**config.mk**
```make
export PLATFORM = sky130hd
export DESIGN_NAME = wb_pipe_stage
export DESIGN_NICKNAME = d
export VERILOG_FILES = /design/src/rtl/wb_pipe_stage.sv
export SDC_FILE = /design/constraint.sdc
export NUM_CORES = 1
export LEC_CHECK = 0
export CAP_MARGIN = 15
export CORE_MARGIN = 1.5
export CORE_UTILIZATION = 49
export CTS_BUF_LIST = sky130_fd_sc_hd__clkbuf_4 sky130_fd_sc_hd__clkbuf_8
export DETAILED_ROUTE_END_ITERATION = 8
export GPL_ROUTABILITY_DRIVEN = 0
export MAX_ROUTING_LAYER = met4
export PLACE_DENSITY = 0.83
export SYNTH_ARGS = -nofsm -noshare
export SYNTH_HDL_FRONTEND = slang
export SYNTH_SLANG_ARGS = --single-unit
```
**constraint.sdc**
```tcl
create_clock -name clk -period 12.6 [get_ports clk]
set_clock_uncertainty 0.1 [all_clocks]
set_input_delay 2.52 -clock clk [delete_from_list [all_inputs] [get_ports clk]]
set_output_delay 2.52 -clock clk [all_outputs]
set_load 0.05 [all_outputs]
```
**src/rtl/wb_pipe_stage.sv**
```systemverilog
// MEM->WB pipeline stage with a valid/ready handshake, synchronous flush and an optional
// 2-entry skid buffer (SKID=1) that makes in_ready a pure register output.
module wb_pipe_stage #(
  parameter int DSIZE = 32,
  parameter int ISIZE = 32,
  parameter int ASIZE = 5,
  parameter int SKID  = 1
) (
  input  logic             clk,
  input  logic             rst,
  input  logic             flush,
  input  logic             in_valid,
  output logic             in_ready,
  input  logic [DSIZE-1:0] aluout_in,
  input  logic             memtoreg_in,
  input  logic             wen_in,
  input  logic [ISIZE-1:0] pc_in,
  input  logic             jal_in,
  input  logic [ASIZE-1:0] waddr_in,
  output logic             out_valid,
  input  logic             out_ready,
  output logic [DSIZE-1:0] aluout_out,
  output logic             memtoreg_out,
  output logic             wen_out,
  output logic [ISIZE-1:0] pc_out,
  output logic             jal_out,
  output logic [ASIZE-1:0] waddr_out,
  output logic             fwd_valid,
  output logic [ASIZE-1:0] fwd_addr,
  output logic [DSIZE-1:0] fwd_data,
  output logic [1:0]       occupancy
);

  localparam int PW = DSIZE + ISIZE + ASIZE + 3;

  // S_ONE doubles as FULL when SKID=0; S_TWO is then unreachable.
  typedef enum logic [1:0] {
    S_EMPTY = 2'd0,
    S_ONE   = 2'd1,
    S_TWO   = 2'd2
  } state_e;

  state_e          state_q, state_d;
  logic            in_ready_q, in_ready_d;
  logic [PW-1:0]   head_q, head_d;
  logic [PW-1:0]   skid_q, skid_d;
  logic [PW-1:0]   in_pl;
  logic            accept, pop;

  logic [DSIZE-1:0] h_alu;
  logic             h_m2r, h_wen, h_jal;
  logic [ISIZE-1:0] h_pc;
  logic [ASIZE-1:0] h_waddr;
  logic [DSIZE-1:0] pc_fit;

  assign in_pl = {aluout_in, memtoreg_in, wen_in, pc_in, jal_in, waddr_in};
  assign {h_alu, h_m2r, h_wen, h_pc, h_jal, h_waddr} = head_q;

  assign out_valid = (state_q != S_EMPTY);
  assign in_ready  = (SKID != 0) ? in_ready_q : (!out_valid || out_ready);
  assign accept    = in_valid && in_ready && !flush && !rst;
  assign pop       = out_valid && out_ready;

  always_comb begin
    state_d = state_q;
    head_d  = head_q;
    skid_d  = skid_q;
    case (state_q)
      S_EMPTY: begin
        if (accept) begin
          state_d = S_ONE;
          head_d  = in_pl;
        end
      end
      S_ONE: begin
        if (accept && pop) begin
          head_d = in_pl;
        end else if (accept) begin
          state_d = S_TWO;
          skid_d  = in_pl;
        end else if (pop) begin
          state_d = S_EMPTY;
        end
      end
      S_TWO: begin
        if (pop) begin
          state_d = S_ONE;
          head_d  = skid_q;
        end
      end
      default: state_d = S_EMPTY;
    endcase
    if (flush) state_d = S_EMPTY;
    in_ready_d = (state_d != S_TWO);
  end

  always_ff @(posedge clk) begin
    if (rst) begin
      state_q    <= S_EMPTY;
      in_ready_q <= 1'b1;
    end else begin
      state_q    <= state_d;
      in_ready_q <= in_ready_d;
    end
  end

  // Payload registers carry no reset; outputs are masked by out_valid instead.
  always_ff @(posedge clk) begin
    head_q <= head_d;
    skid_q <= skid_d;
  end

  assign pc_fit       = DSIZE'(h_pc);
  assign aluout_out   = out_valid ? h_alu   : '0;
  assign memtoreg_out = out_valid && h_m2r;
  assign wen_out      = out_valid && h_wen;
  assign pc_out       = out_valid ? h_pc    : '0;
  assign jal_out      = out_valid && h_jal;
  assign waddr_out    = out_valid ? h_waddr : '0;
  assign fwd_valid    = out_valid && h_wen && !h_m2r && (h_waddr != '0);
  assign fwd_addr     = waddr_out;
  assign fwd_data     = out_valid ? (h_jal ? pc_fit : h_alu) : '0;
  assign occupancy    = {state_q == S_TWO, state_q == S_ONE};

endmodule

```
# Word level (Yosys, flattened, before mapping)
# Index checks and enable logic that the tools add are counted.
# op_classes
eq_ne	6
reduce_logical	19
bitwise	1
muxes	16
# ops
op	count
$mux W72	3
$pmux W72 S3	1
$mux W32	4
$mux W2	6
$logic_and A1 B1 Y1	10
$pmux W2 S3	1
$mux W5	1
$reduce_bool A5 Y1	1
$ne A2 B1 Y1 const B	2
$ne A2 B2 Y1 const B	2
$reduce_and A4 Y1	1
$logic_not A1 Y1	3
$reduce_and A3 Y1	1
$reduce_bool A3 Y1	1
$eq A2 B1 Y1 const B	1
$eq A2 B2 Y1 const B	1
$logic_not A2 Y1	1
$reduce_bool A2 Y1	1
$not A1 Y1	1
# word_totals
elab_cells	46
out_inout_bits	114
ff_bits	147
input_bits	77

# Depth between registers and ports, before layout
# Gate-level depths: netlist of the first run.
# logic_depth
word_depth	8
mapped_depth	5
depth_no_buf	5

# Worst setup path after synthesis of the first run
# No wires, ideal clock.
# synth_timing
path_kind	input to register
start	input flush
end	register skid_q[0], enable pin
required_ns	11.820
path_stages	2
setup_ns	0.680
arrival_ns	9.679
setup_slack_ns	2.141
path_cell_list	or2_2 -> nor4_1
# synth_via
elab_chain_len	6
# synth_rtl
item	line	source
start, declared	11	input logic flush,
$logic_not A1 Y1 (*)	61	assign accept = in_valid && in_ready && !flush && !rst;
$logic_and A1 B1 Y1 (*) (2 in a row)	61	
$logic_and A1 B1 Y1	76	if (accept && pop) begin
$not A1 Y1 (no source line)	--	
$reduce_and A3 Y1 (no source line) (*)	--	
end signal, assigned	110	skid_q <= skid_d;
end, declared	46	logic [PW-1:0] skid_q, skid_d;
# Mark *: on every way between the ends. The rest lies on a longest branch, timed or not.
# A chain may end at the register's enable or synchronous reset.

# Worst setup path in the final report of the first run
# layout_timing
start	register state_q[0]
end	output fwd_valid
# layout_via
elab_chain_len	4
# layout_rtl
item	line	source
start, declared	43	state_e state_q, state_d;
start signal, assigned	102	state_q <= state_d;
$reduce_bool A2 Y1	59	assign out_valid = (state_q != S_EMPTY);
$logic_and A1 B1 Y1 (3 in a row)	120	assign fwd_valid = out_valid && h_wen && !h_m2r && (h_waddr != '0);
end, declared	28	output logic fwd_valid,
# Every way passes these cells.

==> results of run 1 <==
## worst min-delay path by stage
stage                               startpoint                   end  slack [ns]
after detailed placement  skid_q[18]$_DFFE_PP_  head_q[18]$_DFFE_PP_        0.42
after global placement    skid_q[18]$_DFFE_PP_  head_q[18]$_DFFE_PP_        0.41
after CTS                 skid_q[18]$_DFFE_PP_  head_q[18]$_DFFE_PP_        0.44
after floorplan           skid_q[10]$_DFFE_PP_  head_q[10]$_DFFE_PP_        0.41
final                     skid_q[33]$_DFFE_PP_  head_q[33]$_DFFE_PP_        0.44
after global routing      skid_q[15]$_DFFE_PP_  head_q[15]$_DFFE_PP_        0.45
## cell type report
class                           instances  area, µm²
Clock buffer                           17      234.0
Clock inverter                         15      165.2
Fill cell                             881       3890
Inverter                                4      15.01
Multi-Input combinational cell        227       1843
Sequential cell                       147       4384
Tap cell                              172      215.2
Timing Repair Buffer                  193       1924
## power breakdown
group	switching (mW)	internal (mW)	leakage, nW
clock network	0.169	0.193	0.193
logic	0.0707	0.0538	1.49
registers	0.00392	0.547	1.33
total	0.243	0.794	3.02
## per-stage QoR
step | hold WS [ns] | instances | setup slack (ns) | cell area [µm²] | utilization [%]
after floorplan | 0.4083 | 405 | 2.141 | 6382 | -
after global placement | 0.4132 | 743 | 7.101 | 8382 | 66.15
after detailed placement | 0.4200 | 743 | 6.972 | 8382 | 66.15
after CTS | 0.4381 | 775 | 6.463 | 8781 | 69.30
after global routing | 0.4521 | 775 | 6.334 | 8781 | 69.30
final | 0.4373 | 775 | 6.570 | 8781 | 69.30
## logic make-up after synthesis
family / share of synthesized area, %
flip-flops: 68.69
multiplexers: 17.72
AO/OA/AOI/OAI: 0.4903
buffers and inverters: 2.882
AND/OR/NAND/NOR: 10.21
## synth_stat cells
cell                        instances
sky130_fd_sc_hd__nor4_1             1
sky130_fd_sc_hd__dfxtp_1            3
sky130_fd_sc_hd__or4_1              1
sky130_fd_sc_hd__a2111oi_0          1
sky130_fd_sc_hd__and3_1             1
sky130_fd_sc_hd__nor2b_1            1
sky130_fd_sc_hd__nor3b_1            1
sky130_fd_sc_hd__buf_6              5
sky130_fd_sc_hd__edfxtp_1         144
sky130_fd_sc_hd__o221ai_1           1
sky130_fd_sc_hd__or2_2              1
sky130_fd_sc_hd__mux2i_1           32
sky130_fd_sc_hd__or3_1              1
sky130_fd_sc_hd__nor2_1            34
sky130_fd_sc_hd__mux2_2            22
sky130_fd_sc_hd__inv_1              3
sky130_fd_sc_hd__and2_1            72
sky130_fd_sc_hd__mux2_1            50
sky130_fd_sc_hd__buf_2              6
sky130_fd_sc_hd__a31oi_1            1
sky130_fd_sc_hd__buf_4              6
sky130_fd_sc_hd__nand2b_1           1
sky130_fd_sc_hd__nor3_1             2
sky130_fd_sc_hd__clkbuf_1          10
sky130_fd_sc_hd__nand2_1            3
sky130_fd_sc_hd__a21o_1             1
sky130_fd_sc_hd__inv_2              1
## sequential cells by signal (all words and copies together), names as in the netlist
register,cells
state_q,2
in_ready,1
skid_q,72
head_q,72
## routing by layer
metal,wire (µm),vias to the layer above,track usage [%]
li1,-,1849,-
met1,5691,1948,25.03
met2,6618,159,33.29
met3,917,20,5.767
met4,206,0,8.594
met5,0,-,-
==> results.toml, run 1 <==
[drt]
detail_route.drc_violations = 0
avgViaCountPerCell = 5.130
drt-total-wl_mm = 13.43
number_of_vias_after_detailed_routing = 3976
detailedRoute.firstIterationViolations = 148
avgRoutedWirePerCell_um = 17.33
drt_pass1_iterations = 4
ant_nets = 0

[timing]
final_hold_viol_count = 0
max-slew-margin-rel_pct = 31.63
finalSetupTns_ns = 0
grt_setup_unrepaired = "false"
setup_viol = 0
worstMarginPinSlew_ns = 1.026
timing.final.crit_period_ns = 6.030
slew_viol_final = 0
max_freq_mhz = 165.8
fin_crit_sh_pct = 47.86

[outcome]
status = "complete, no violations"

[logic_synthesis]
postSynthNetCount = 482
synth_top_cells_by_area = "sky130_fd_sc_hd__edfxtp_1 (68%), sky130_fd_sc_hd__mux2_1 (8.8%), sky130_fd_sc_hd__and2_1 (7.1%)"
yosys.area.top_type = "sky130_fd_sc_hd__edfxtp_1"
synth_cell_type_count = 27
synth_warnings = 0
avgSynthCellArea_um2 = 15.76
gate_count_after_technology_mapping = 405
synth.yosys.seq_area_share_pct = 68.69
post_synth_instance_area_mm2 = 0.006382
synth_largest_type_area_fraction_pct = 67.75
ys_seq_elements = 147

[global_route]
number_of_global_route_vias_before_repair = 4068
overflow = 0
grt_max_degree = 75
antenna_violations_before_repair = 0
grtUsageTotal_pct = 20.78
global_route_wire_length_before_repair_mm = 20.51

[setup_path]
setup.reg_to_reg.worst_slack_ns = 9.79
setup.worst_path.start_class = "register"
timing.reg2reg.worst_path_depth = 3
critPathSlowestCell = "sky130_fd_sc_hd__nor2_4"
biggest_fanout_along_the_worst_timing_path = 73
regToRegEndpoint = "head_q[45]$_DFFE_PP_"
worst_stage_delay_on_the_critical_path_ns = 0.71
critPathRequiredTime_ns = 9.98
critPathCaptureType = "output port"
critical_path.top_delay_family = "buffers and inverters"
cp.arrival_ns = 3.41
r2r_path_start = "state_q[1]$_SDFF_PP0_"
critical_path.n_buffers_inverters = 2
total_stage_count_of_the_critical_path = 5
worstPathCellList = "nor2_4 -> inv_2 -> and2_1 -> nor3b_1 -> clkdlybuf4s50_1"
crit_path_start = "state_q[0]$_SDFF_PP0_"
criticalPathCategory = "reg -> out"
worst_setup_path_endpoint = "fwd_valid"

[die]
core_region_area_mm2 = 0.01267
die_height_um = 117.1
die_area_mm2 = 0.01372
die_w_um = 117.1
pin_count = 191
initial_standard_cell_utilization_of_the_core_pct = 50.37
rows = 41

[final_layout]
drive_gt1_share_pct = 10.12
area.growth.synth_to_final_pct = 37.58
antennaDiodeCount = 0
final_cell_mix = "sky130_fd_sc_hd__clkdlybuf4s50_1 (190), sky130_fd_sc_hd__edfxtp_1 (144), sky130_fd_sc_hd__and2_1 (72)"
mostFrequentLayoutCell = "sky130_fd_sc_hd__clkdlybuf4s50_1"
final_net_count = 667

[pwr]
post_layout_power_mw = 1.037
total_leakage_power_nw = 3.019
power.density_cell_area_mw_per_mm2 = 118.1
worst_ir_drop_vdd_uv = 91.95

[clock_tree]
clock-sinks = 147
worstSkewPairLatency_ns = 0.44
post_cts_resize_count = 0
cts_root_buf = "sky130_fd_sc_hd__clkbuf_8"
clock_tree_from_tritoncts = "done"
cts.htree.levels = 4
cts.reportedPaths.clkPinSlew_ns = 0.07
cts_max_path_bufs = 2
cts_made_buffers = 17
post_cts.repair.setup_buffers = 0
hold_buffers = 0

[worst_hold_path]
min-delay-path-class = "reg -> reg"
hold_depth = 1

[placement]
dp.final_hpwl_mm = 8.745
placement.io_buffers = 190

[job]
max_cap_violations = 0
Note: power is estimated with default switching activity, not from simulation.
==> inputs of run 2 (changes only) <==
--- a/config.mk
+++ b/config.mk
@@ -7,12 +7,12 @@
 export LEC_CHECK = 0
 export CAP_MARGIN = 15
 export CORE_MARGIN = 1.5
-export CORE_UTILIZATION = 49
+export CORE_UTILIZATION = 44
 export CTS_BUF_LIST = sky130_fd_sc_hd__clkbuf_4 sky130_fd_sc_hd__clkbuf_8
 export DETAILED_ROUTE_END_ITERATION = 8
 export GPL_ROUTABILITY_DRIVEN = 0
 export MAX_ROUTING_LAYER = met4
-export PLACE_DENSITY = 0.83
+export PLACE_DENSITY = 0.78
 export SYNTH_ARGS = -nofsm -noshare
 export SYNTH_HDL_FRONTEND = slang
 export SYNTH_SLANG_ARGS = --single-unit
==> constraint.sdc (replaced) <==
create_clock -name clk -period 5.45 [get_ports clk]
set_clock_uncertainty 0.1 [all_clocks]
set_input_delay 1.09 -clock clk [delete_from_list [all_inputs] [get_ports clk]]
set_output_delay 1.09 -clock clk [all_outputs]
set_load 0.05 [all_outputs]
==> run 2 against run 1 <==
Total power increased by 130%. Clock power increased by 140%. Worst setup slack got worse by 5.7 ns. Hold slack about the same. Sequential power increased by 130%. Sequential cell count unchanged. Sequential share of layout area decreased by 0.16 points. Register-to-register slack got worse by 7.2 ns. First-iteration DRC count increased by 50%. Core utilization decreased by 6.6 points. Combinational power increased by 130%. Highest routed layer unchanged. Critical path type unchanged. Critical path depth unchanged. Largest cell class unchanged.
==> results.toml, run 2 (synthesized netlist as in run 1, its figures left out) <==
[outcome]
status = "complete, no violations"

[setup_path]
crit_path_start = "state_q[0]$_SDFF_PP0_"
cp.arrival_ns = 3.42
biggest_fanout_along_the_worst_timing_path = 73
critPathRequiredTime_ns = 4.26
r2r_path_start = "state_q[1]$_SDFF_PP0_"
criticalPathCategory = "reg -> out"
critPathCaptureType = "output port"
setup.worst_path.start_class = "register"

[placement]
placement.io_buffers = 190
dp_cells = 751
dpl_worst_slack_ns = 1.264
dp.final_hpwl_mm = 8.684

[clock_tree]
post_cts.repair.setup_buffers = 0
cts.reportedPaths.clkPinSlew_ns = 0.08
post_cts_resize_count = 0
worstSkewPairLatency_ns = 0.43
clock_tree_from_tritoncts = "done"
cts.htree.levels = 4
clock-sinks = 147
hold_buffers = 0
cts_made_buffers = 17
cts_max_path_bufs = 2
cts_root_buf = "sky130_fd_sc_hd__clkbuf_8"

[pwr]
worst_ir_drop_vdd_uv = 144.7
total_leakage_power_nw = 3.036
power.density_cell_area_mw_per_mm2 = 275.7

[final_layout]
final_net_count = 667
area.growth.synth_to_final_pct = 38.03
antennaDiodeCount = 0
layout.core_utilization_pct = 62.74
ff_latch_area_mm2 = 0.004384
final_cell_mix = "sky130_fd_sc_hd__clkdlybuf4s50_1 (190), sky130_fd_sc_hd__edfxtp_1 (144), sky130_fd_sc_hd__and2_1 (72)"
final_cell_count_no_fill = 783
fillerInstances = 1033
drive_gt1_share_pct = 10.45
reg_top3 = "head_q (72), skid_q (72), state_q (2)"
mostFrequentLayoutCell = "sky130_fd_sc_hd__clkdlybuf4s50_1"
multiInputGateArea_mm2 = 0.001852

[worst_hold_path]
min-delay-path-class = "reg -> reg"
hold_start = "skid_q[37]$_DFFE_PP_"

[global_route]
number_of_global_route_vias_before_repair = 4030
grtUsageTotal_pct = 18.79
overflow = 0
antenna_violations_before_repair = 0
global_route_wire_length_before_repair_mm = 20.69
grt_max_degree = 75

[die]
die_area_mm2 = 0.01524
initial_standard_cell_utilization_of_the_core_pct = 45.45
die_w_um = 123.4
core_region_area_mm2 = 0.01404
die_height_um = 123.4
pin_count = 191
rows = 43

[drt]
detailedRoute.firstIterationViolations = 222
avgViaCountPerCell = 5.061
drt-total-wl_mm = 13.54
avgRoutedWirePerCell_um = 17.29
detail_route.drc_violations = 0
ant_nets = 0
drt_pass1_iterations = 4
number_of_vias_after_detailed_routing = 3963

[timing]
timing.final.crit_period_ns = 4.611
worstMarginPinSlew_ns = 0.9986
max-slew-margin-rel_pct = 33.43
whs_ns = 0.4369
setup_viol = 0
finalSetupTns_ns = 0
grt_setup_unrepaired = "false"
fin_crit_sh_pct = 84.60
slew_viol_final = 0
final_hold_viol_count = 0
max_freq_mhz = 216.9
worst_slack_ns = 0.8391

[job]
max_cap_violations = 0
[run 2: cell count changes in the layout (fill, tap and decap cells not counted)]
cell	before	now
sky130_fd_sc_hd__nor4_2	1	0
sky130_fd_sc_hd__clkbuf_4	0	2
sky130_fd_sc_hd__clkinv_1	2	0
sky130_fd_sc_hd__nor4_4	0	1
sky130_fd_sc_hd__clkinvlp_4	4	2
sky130_fd_sc_hd__clkinv_4	1	3
[run 2: worst max-delay path: stages (launching register included)]
cell	delay (ns)
sky130_fd_sc_hd__dfxtp_1	0.41
sky130_fd_sc_hd__nor2_4	0.71
sky130_fd_sc_hd__inv_2	0.64
sky130_fd_sc_hd__and2_1	0.38
sky130_fd_sc_hd__nor3b_1	0.14
sky130_fd_sc_hd__clkdlybuf4s50_1	0.69
[run 2: power breakdown]
part	total, mW	internal [mW]	switching [mW]	leakage (nW)
registers	1.27	1.26	0.0105	1.33
clock network	0.868	0.463	0.405	0.207
logic	0.287	0.124	0.162	1.50
[run 2: through the flow]
stage	area, µm²	total power [mW]
after floorplan	6397	1.458
after global placement	8401	1.582
after detailed placement	8401	1.588
after CTS	8810	2.454
after global routing	8810	2.517
final	8810	2.429
[run 2: layout make-up]
type | count | share of cell area [%]
multi-input combinational | 227 | 21.02
tap | 180 | 2.556
timing repair buffer | 193 | 21.84
sequential | 147 | 49.77
clock buffer | 19 | 2.826
clock inverter | 13 | 1.818
inverter | 4 | 0.1704
[run 2: path summary, 6_finish.rpt]
kind | end | slack (ns) | depth (start not counted)
worst max register to register | head_q[13]$_DFFE_PP_ | 2.58 | 3
worst min register to register | head_q[37]$_DFFE_PP_ | 0.44 | 1
worst min-delay path | head_q[37]$_DFFE_PP_ | 0.44 | 1
worst max-delay path | fwd_valid | 0.84 | 5
[run 2: routing by layer]
metal	share of wire (%)	vias to the layer above	GRT usage, %
met1	43	1963	22.37
met2	50	147	31.42
li1	-	1841	-
met3	5.7	12	4.659
met4	0.90	0	6.250
met5	0	-	-
==> inputs of run 3 (changes only) <==
==> constraint.sdc (replaced) <==
create_clock -name clk -period 3.9 [get_ports clk]
set_clock_uncertainty 0.1 [all_clocks]
set_input_delay 0.78 -clock clk [delete_from_list [all_inputs] [get_ports clk]]
set_output_delay 0.78 -clock clk [all_outputs]
set_load 0.05 [all_outputs]
==> run 3 against run 2 <==
Cell area increased by 0.21%. Sequential power is 40% higher. Register-to-register slack worse by 1.4 ns. Count of clock-buffer cells in the layout decreased by 1. Via count rose by 0.63%. Sequential share of layout area fell by 0.11 points.
==> results.toml, run 3 (synthesized netlist as in run 1, its figures left out) <==
[global_route]
overflow = 0
grt_max_degree = 75
number_of_global_route_vias_before_repair = 3987
grtUsageTotal_pct = 19.14
global_route_wire_length_before_repair_mm = 20.89
antenna_violations_before_repair = 0

[clock_tree]
clock-sinks = 147
cts_made_buffers = 17
cts_max_path_bufs = 2
cts.reportedPaths.clkPinSlew_ns = 0.08
cts.htree.levels = 4
cts_root_buf = "sky130_fd_sc_hd__clkbuf_8"
worstSkewPairLatency_ns = 0.43
clock_tree_from_tritoncts = "done"

[drt]
avgViaCountPerCell = 5.048
detailedRoute.firstIterationViolations = 225
detail_route.drc_violations = 0
number_of_vias_after_detailed_routing = 3988
avgRoutedWirePerCell_um = 17.44
drt_pass1_iterations = 4
drt-total-wl_mm = 13.78
ant_nets = 0

[timing]
max-slew-margin-rel_pct = 32.72
setup_viol = 0
worstMarginPinSlew_ns = 1.009
fin_crit_sh_pct = 92.52
worst_slack_ns = 0.2918
max_freq_mhz = 277.1
finalSetupTns_ns = 0
grt_setup_unrepaired = "false"
timing.final.crit_period_ns = 3.608
slew_viol_final = 0
final_hold_viol_count = 0

[placement]
dp_cells = 755
dp.final_hpwl_mm = 8.930
dpl_worst_slack_ns = 0.2935
dpl_cell_area_mm2 = 0.008351
placement.io_buffers = 190

[die]
initial_standard_cell_utilization_of_the_core_pct = 45.45
rows = 43
die_w_um = 123.4
pin_count = 191
die_height_um = 123.4
core_region_area_mm2 = 0.01404
die_area_mm2 = 0.01524

[setup_path]
criticalPathCategory = "reg -> out"
critPathRequiredTime_ns = 3.02
setup.worst_path.start_class = "register"
biggest_fanout_along_the_worst_timing_path = 56
critPathCaptureType = "output port"
cp.arrival_ns = 2.73

[final_layout]
final_net_count = 674
area.growth.synth_to_final_pct = 38.33
fillerInstances = 1032
drive_gt1_share_pct = 17.54
antennaDiodeCount = 0
finalInstanceArea_mm2 = 0.008828
reg_top3 = "head_q (72), skid_q (72), state_q (2)"
mostFrequentLayoutCell = "sky130_fd_sc_hd__clkdlybuf4s50_1"
final_cell_mix = "sky130_fd_sc_hd__clkdlybuf4s50_1 (147), sky130_fd_sc_hd__edfxtp_1 (144), sky130_fd_sc_hd__and2_1 (72)"
final_cell_count_no_fill = 790

[pwr]
power.density_cell_area_mw_per_mm2 = 401.8
post_layout_power_mw = 3.547
total_leakage_power_nw = 3.174
worst_ir_drop_vdd_uv = 266.6

[outcome]
status = "complete, no violations"

[job]
max_cap_violations = 0

[worst_hold_path]
min-delay-path-class = "reg -> reg"
==> run 3: through the flow <==
stage          utilization, %  hold slack [ns]
3_3_place_gp            59.47           0.4137
3_5_place_dp            59.47           0.4184
4_1_cts                 62.76           0.4375
5_1_grt                 62.87           0.4544
2_1_floorplan               -           0.4083
6_report                62.87           0.4340
==> run 3: report_power, final <==
part           total, mW  internal (mW)  leakage (nW)  switching, mW
sequential          1.78           1.77          1.33         0.0129
clock               1.36          0.819         0.225          0.543
combinational      0.406          0.174          1.62          0.232
total               3.55           2.76          3.17          0.788
==> run 3: timing repair <==
| action | CTS | global route |
|---|---|---|
| hold buffers | 0 | 0 |
| setup endpoints to repair | 37 | 12 |
| buffers inserted | 0 | 2 |
| gates resized for setup | 0 | 0 |
| gates cloned | 1 | 0 |
| pin swaps | 1 | 1 |
| hold endpoints to repair | 0 | 0 |
==> run 3: final timing paths <==
path | slack, ns | cells after the start | from | endpoint
worst max-delay path | 0.29 | 4 | state_q[0]$_SDFF_PP0_ | aluout_out[8]
worst min register to register | 0.43 | 1 | skid_q[22]$_DFFE_PP_ | head_q[22]$_DFFE_PP_
worst min-delay path | 0.43 | 1 | skid_q[22]$_DFFE_PP_ | head_q[22]$_DFFE_PP_
worst max register to register | 1.14 | 4 | state_q[1]$_SDFF_PP0_ | head_q[7]$_DFFE_PP_
==> run 3: per-layer routing <==
metal | up-vias | GRT usage, % | part of all wire, %
li1 | 1860 | - | -
met1 | 1945 | 23.67 | 43
met2 | 154 | 30.24 | 49
met3 | 29 | 4.843 | 6.2
met4 | 0 | 7.830 | 2.5
met5 | - | - | 0
==> run 3: final cells by class <==
type                       instances  area (µm²)  share of cell area [%]
timing repair buffer             199        1887                   21.37
clock inverter                    14       215.2                   2.438
sequential                       147        4384                   49.66
multi-input combinational        228        1861                   21.07
inverter                           4       15.01                  0.1701
tap                              180       225.2                   2.551
clock buffer                      18       241.5                   2.735
==> run 3: worst max-delay path, cell delays in order, from the launching register on <==
cell and delay [ns]:
sky130_fd_sc_hd__dfxtp_1 0.57, sky130_fd_sc_hd__nor2_4 0.12, sky130_fd_sc_hd__inv_2 0.52, sky130_fd_sc_hd__and2_1 0.23, sky130_fd_sc_hd__clkdlybuf4s50_1 0.81
